File: src/rtl/udma_filter_sched_pkg.sv
// udma_filter_sched_pkg: shared FSM state type and cfg bus widths for the uDMA filter scheduler
package udma_filter_sched_pkg;
    typedef enum logic [1:0] {IDLE, CFG, START, WAIT} state_t;
    localparam int CFG_AW = 5;
    localparam int CFG_DW = 32;
endpackage

File: src/rtl/udma_filter_sched_rr_arb.sv
// udma_filter_sched_rr_arb: combinational round-robin arbiter, first request at or after ptr wins
module udma_filter_sched_rr_arb #(
    parameter int NREQ = 4,
    parameter int IDW  = 2
) (
    input  logic [NREQ-1:0] req,
    input  logic [IDW-1:0]  ptr,
    output logic [NREQ-1:0] gnt,
    output logic [IDW-1:0]  idx
);
    logic [2*NREQ-1:0] dbl;
    logic [IDW-1:0]    off;
    logic [IDW:0]      sum;
    // rotate requests so ptr sits at bit 0, pick the lowest set bit, then rotate the index back
    always_comb begin
        dbl = {req, req} >> ptr;
        off = '0;
        for (int i = NREQ - 1; i >= 0; i--) off = dbl[i] ? IDW'(i) : off;
        sum = {1'b0, ptr} + {1'b0, off};
        idx = (sum >= (IDW+1)'(NREQ)) ? IDW'(sum - (IDW+1)'(NREQ)) : sum[IDW-1:0];
        gnt = (|req) ? NREQ'(1) << idx : '0;
    end
endmodule

File: src/rtl/udma_filter_sched.sv
// udma_filter_sched: shares one uDMA filter among requesters, copying the winner's descriptor over the cfg bus
module udma_filter_sched
    import udma_filter_sched_pkg::*;
#(
    parameter int                 NREQ       = 4,
    parameter int                 IDW        = 2,
    parameter int                 NWORDS     = 8,
    parameter logic [CFG_AW-1:0]  START_ADDR = 5'h1F,
    parameter logic [CFG_DW-1:0]  START_DATA = 32'h1,
    parameter int                 TO_W       = 20
) (
    input  logic                          clk_i,
    input  logic                          rst_i,
    input  logic [NREQ-1:0]               req_valid_i,
    input  logic [NREQ*NWORDS*CFG_DW-1:0] req_desc_i,
    output logic [NREQ-1:0]               req_ready_o,
    output logic [NREQ-1:0]               done_o,
    output logic [NREQ-1:0]               err_o,
    output logic                          busy_o,
    output logic [IDW-1:0]                cur_id_o,
    input  logic [TO_W-1:0]               timeout_i,
    input  logic                          abort_i,
    output logic [CFG_AW-1:0]             cfg_addr_o,
    output logic [CFG_DW-1:0]             cfg_data_o,
    output logic                          cfg_valid_o,
    output logic                          cfg_rwn_o,
    input  logic                          cfg_ready_i,
    input  logic                          eot_event_i
);
    localparam int KW = (NWORDS > 1) ? $clog2(NWORDS) : 1;

    state_t                        state;
    logic [IDW-1:0]                rr_ptr;
    logic [IDW-1:0]                gidx;
    logic [NREQ-1:0]               gnt;
    logic [NWORDS-1:0][CFG_DW-1:0] desc;
    logic [KW-1:0]                 k;
    logic [TO_W-1:0]               to_cnt;
    logic                          abort_q;
    logic                          beat;
    logic                          abort_now;

    udma_filter_sched_rr_arb #(.NREQ(NREQ), .IDW(IDW)) u_arb (
        .req (req_valid_i),
        .ptr (rr_ptr),
        .gnt (gnt),
        .idx (gidx)
    );

    assign req_ready_o = (state == IDLE && !rst_i) ? gnt : '0;
    assign busy_o      = state != IDLE;
    assign cfg_rwn_o   = 1'b0;
    assign beat        = cfg_valid_o & cfg_ready_i;
    assign abort_now   = abort_q | abort_i;

    // job FSM: grant, stream descriptor words, write start, then wait for eot / timeout / abort
    always_ff @(posedge clk_i) begin
        done_o <= '0;
        err_o  <= '0;
        if (rst_i) begin
            state       <= IDLE;
            rr_ptr      <= '0;
            cur_id_o    <= '0;
            desc        <= '0;
            k           <= '0;
            to_cnt      <= '0;
            abort_q     <= 1'b0;
            cfg_valid_o <= 1'b0;
            cfg_addr_o  <= '0;
            cfg_data_o  <= '0;
        end else begin
            case (state)
                IDLE: if (|req_ready_o) begin
                    desc        <= req_desc_i[gidx*NWORDS*CFG_DW +: NWORDS*CFG_DW];
                    cur_id_o    <= gidx;
                    rr_ptr      <= (gidx == IDW'(NREQ - 1)) ? '0 : gidx + IDW'(1);
                    k           <= '0;
                    abort_q     <= 1'b0;
                    cfg_valid_o <= 1'b1;
                    cfg_addr_o  <= '0;
                    cfg_data_o  <= req_desc_i[gidx*NWORDS*CFG_DW +: CFG_DW];
                    state       <= CFG;
                end
                CFG: begin
                    abort_q <= abort_now;
                    if (beat) begin
                        if (abort_now) begin
                            cfg_valid_o <= 1'b0;
                            err_o       <= NREQ'(1) << cur_id_o;
                            abort_q     <= 1'b0;
                            state       <= IDLE;
                        end else if (k == KW'(NWORDS - 1)) begin
                            cfg_addr_o <= START_ADDR;
                            cfg_data_o <= START_DATA;
                            state      <= START;
                        end else begin
                            k          <= k + KW'(1);
                            cfg_addr_o <= CFG_AW'(k + KW'(1));
                            cfg_data_o <= desc[k + KW'(1)];
                        end
                    end
                end
                START: begin
                    abort_q <= abort_now;
                    if (beat) begin
                        cfg_valid_o <= 1'b0;
                        abort_q     <= 1'b0;
                        to_cnt      <= '0;
                        err_o       <= abort_now ? NREQ'(1) << cur_id_o : '0;
                        state       <= abort_now ? IDLE : WAIT;
                    end
                end
                WAIT: begin
                    if (eot_event_i) begin
                        done_o <= NREQ'(1) << cur_id_o;
                        state  <= IDLE;
                    end else if (abort_i || (timeout_i != '0 && to_cnt == timeout_i - TO_W'(1))) begin
                        err_o <= NREQ'(1) << cur_id_o;
                        state <= IDLE;
                    end else begin
                        to_cnt <= to_cnt + TO_W'(1);
                    end
                end
                default: state <= IDLE;
            endcase
        end
    end
endmodule
File: config.mk
export PLATFORM = sky130hd
export DESIGN_NAME = udma_filter_sched
export DESIGN_NICKNAME = d
export VERILOG_FILES = /design/src/rtl/udma_filter_sched_pkg.sv /design/src/rtl/udma_filter_sched_rr_arb.sv /design/src/rtl/udma_filter_sched.sv
export SDC_FILE = /design/constraint.sdc
export NUM_CORES = 1
export LEC_CHECK = 0
export ABC_AREA = 1
export CORE_AREA = 2 2 433 435
export DETAILED_ROUTE_END_ITERATION = 16
export DIE_AREA = 0 0 435 437
export GPL_ROUTABILITY_DRIVEN = 0
export GPL_TIMING_DRIVEN = 0
export PLACE_DENSITY = 0.37
export SYNTH_ARGS = -nofsm -noshare
export SYNTH_HDL_FRONTEND = slang
export SYNTH_SLANG_ARGS = --single-unit
export TNS_END_PERCENT = 5
File: constraint.sdc
create_clock -name clk_i -period 3.67 [get_ports clk_i]
set_input_delay 0.367 -clock clk_i [delete_from_list [all_inputs] [get_ports clk_i]]
set_output_delay 0.367 -clock clk_i [all_outputs]
set_load 0.01 [all_outputs]
==> out/qor.yml <==
run_status: "finished, final reports clean"
remaining_drc_errors: 0
setup.worst_path.start: "rr_ptr[0]"
dr.first_iter.drc_count: 2394
finalCritPeriodShare_pct: 96.6
placed_cell_area_mm2: 0.0391
r2r-start: "rr_ptr[0]"
synth_edf_count: 0
ys_types: 41
yosysWarnings: 0
vias_per_cell: 4.07
wl_per_cell_um: 24.7
avgSynthCellArea_um2: 5.55
dp_hpwl_um: 174000
ys_ff_latch: 332
grt_antenna_before_repair: 37
dpl.cell_count: 8066
core_area_mm2: 0.185
numClockSinks: 332
critPathLaunchType: "register"
period_minus_slack_ns: 3.54
h-tree-depth: 2
switchingPower_mw: 22.1
rr_worst_depth: 12
rsz0062_at_grt: "true"
clkTransAtPathRegs_ns: 0.07
hp-class: "input port to register"
gr-usage-all-layers_pct: 20.3
power_density_mw_per_mm2: 909
grt_first_pass_wirelength_um: 270000
cp_data_arrival_time_ns: 4.03
ant_nets: 0
dieArea_mm2: 0.190
fillers: 21346
setup_viol: 0
swShare_pct: 58.1
clk_latency_ns: 0.61
grt_pass1_vias: 33291
cts_tree: "built"
gr-total-overflow: 0
area_growth_syn_to_layout_pct: 67.9
cts-root-buf: "clkbuf_16"
crit_fanout: 10
p_leak_nw: 19.0
netlist_area_mm2: 0.0249
yosysSeqAreaShare_pct: 26.7
r2r_setup_slack_ns: 0.13
clockBufferDepth: 3
grt_max_degree: 21
nNetsFinal: 6711
p_seq_share_pct: 15.0
ir_drop_mv: 0.361
postSynth.asyncResetShare_pct: 0
final_area_mm2: 0.0418
die_w_um: 435
synth_cells: 4481
synth-main-ff-cell: "dfxtp_1"
p_comb_share_pct: 72.8
p_int_mw: 15.9
critical_path_class: "register to register"
drive_gt1_share_pct: 6.80
hold_viol: 0
critPathCaptureType: "register"
clock.fmax_ghz: 0.282
vias: 33283
die_h_um: 437
worstSetupEndpoint: "cfg_data_o[22]"
start_util_pct: 13.4
rows: 158
cts_hold_buf: 0
crit_required_ns: 4.15
drtPass1Iterations: 6
timing.rr.end: "cfg_data_o[22]"
slew_headroom_pct: 29.1
drv_slew: 0
maxCapViolCount: 0
portBuffers: 1104
skew_ns: 0.0321
io_pins: 1107
layout.cells.non_filler: 8168
worstMarginPinSlew_ns: 1.06
p_clk_share_pct: 12.2
routed_wl_um: 202000
cts_buffers: 42
syn-num-nets: 5549
[per-stage QoR]
stage          TNS [ns]  hold WS [ns]  utilization [%]  setup WS, ns  total power [mW]
2_1_floorplan         0         0.440                -         0.141              18.9
3_3_place_gp   -1157.90         0.457             21.1         -4.25              31.9
3_5_place_dp    -870.79         0.464             21.1         -3.33              32.0
4_1_cts          -0.407         0.120             22.3       -0.0983              38.0
5_1_grt           -3.11         0.152             22.6       -0.0646              41.2
6_report              0         0.144             22.6         0.126              38.0
[flip-flops by register name, summed over array words and instances (netlist names)]
signal / count
desc: 256
abort_q: 1
k: 3
cfg_addr_o: 5
err_o: 4
done_o: 4
cur_id_o: 2
cfg_data_o: 32
to_cnt: 20
cfg_valid_o: 1
state: 2
rr_ptr: 2
[power by group through the flow]
stage               registers, mW  clock network [mW]  logic (mW)
floorplan                    5.27                   0        13.6
global placement             5.75                   0        26.2
detailed placement           5.75                   0        26.2
CTS                          5.68                4.79        27.6
global route                 5.77                4.91        30.5
finish                       5.69                4.65        27.6
[cell usage after synthesis, types with 2 or more instances]
master       n  area (um2)
nand2_1   2103        7890
dfxtp_1    332        6650
nor2_1     306        1150
inv_1      294        1100
nand3_1    284        1420
clkbuf_1   253         950
o21ai_0    242        1210
o211ai_1   228        1710
a21oi_1     63         315
buf_2       49         245
inv_2       36         135
o21bai_1    34         255
a31oi_1     32         200
o22ai_1     32         200
mux2i_1     31         310
o21ai_1     28         140
buf_1       22        82.6
xor2_1      22         193
ha_1        15         188
nand4_1     12        75.1
xnor2_1     11        96.3
buf_4        9        67.6
nor3_1       9        45.0
nor4_1       6        37.5
and3_1       4        25.0
nor2_2       3        18.8
nor3b_1      3        22.5
buf_6        2        22.5
nand2_2      2        12.5
nand3b_1     2        15.0
o21ai_2      2        17.5
[area by class of cell]
type / count / area (um2) / share of cell area [%]
clock inverter: 21 / 294 / 0.704
timing repair buffer: 1120 / 11200 / 26.9
tap: 2480 / 3100 / 7.43
antenna: 11 / 27.5 / 0.0659
inverter: 330 / 1270 / 3.03
clock buffer: 57 / 1240 / 2.97
sequential: 332 / 6650 / 15.9
timing repair inverter: 1 / 11.3 / 0.0270
buffer: 333 / 1770 / 4.24
multi-input combinational: 3483 / 16200 / 38.7
[cell usage in the layout, fill, tap and decap left out, types with 33 or more instances in the layout]
| master | synthesis | final |
|---|---|---|
| nand3_2 | 0 | 78 |
| nand3_1 | 284 | 196 |
| buf_2 | 49 | 61 |
| o21ai_1 | 28 | 43 |
| clkdlybuf4s50_1 | 0 | 1100 |
| nor2_1 | 306 | 304 |
| inv_1 | 294 | 293 |
| a21oi_1 | 63 | 63 |
| dfxtp_1 | 332 | 331 |
| o21bai_1 | 34 | 34 |
| inv_2 | 36 | 33 |
| clkbuf_16 | 0 | 51 |
| o21ai_0 | 242 | 221 |
| clkbuf_1 | 253 | 182 |
| o211ai_1 | 228 | 228 |
| nand2_1 | 2103 | 2102 |
| clkbuf_2 | 1 | 34 |
[critical path: stages (launching register included)]
cell and delay [ns]:
dfxtp_2 0.33, buf_6 0.13, o21ai_1 0.24, o21ai_1 0.12, a21boi_2 0.17, ha_1 0.33
clkbuf_16 0.17, buf_4 0.13, clkbuf_2 0.38, mux2i_1 0.70, o21ai_1 0.39, nand2_1 0.24
a21oi_1 0.09
[metal layers]
metal	vias to the layer above	track usage (%)	share of wire, %
li1	16608	-	-
met1	15460	24.8	42
met2	1023	37.6	51
met3	174	2.72	4.5
met4	18	4.08	2.3
met5	-	0	0.056
[worst min path at each step]
stage,startpoint,to,slack (ns),cells after the start
2_1_floorplan,k[1],k[1],0.44,2
3_3_place_gp,cfg_data_o[0],cfg_data_o[0],0.46,2
3_5_place_dp,cfg_data_o[0],cfg_data_o[0],0.46,2
4_1_cts,rst_i,to_cnt[19],0.12,2
5_1_grt,rst_i,rr_ptr[0],0.15,2
6_report,rst_i,to_cnt[19],0.14,2
[what timing repair did]
item / CTS / global route
setup buffers: 8 / 5
gates cloned: 2 / 1
resized for setup: 180 / 196
pin swaps: 2 / 4
setup endpoints to repair: 308 / 306
[cells by family (layout without fill, tap and decap cells)]
group,after synthesis,in the layout,synth area share [%]
simple gates,2738,2738,43.2
buf+inv,666,1862,10.5
compound gates,665,665,16.4
flops,332,332,26.7
xor+xnor,33,33,1.16
mux,31,31,1.25
fa+ha+maj,15,15,0.754
other cells,1,12,0.0151
Power figures use the tool's default switching activity.
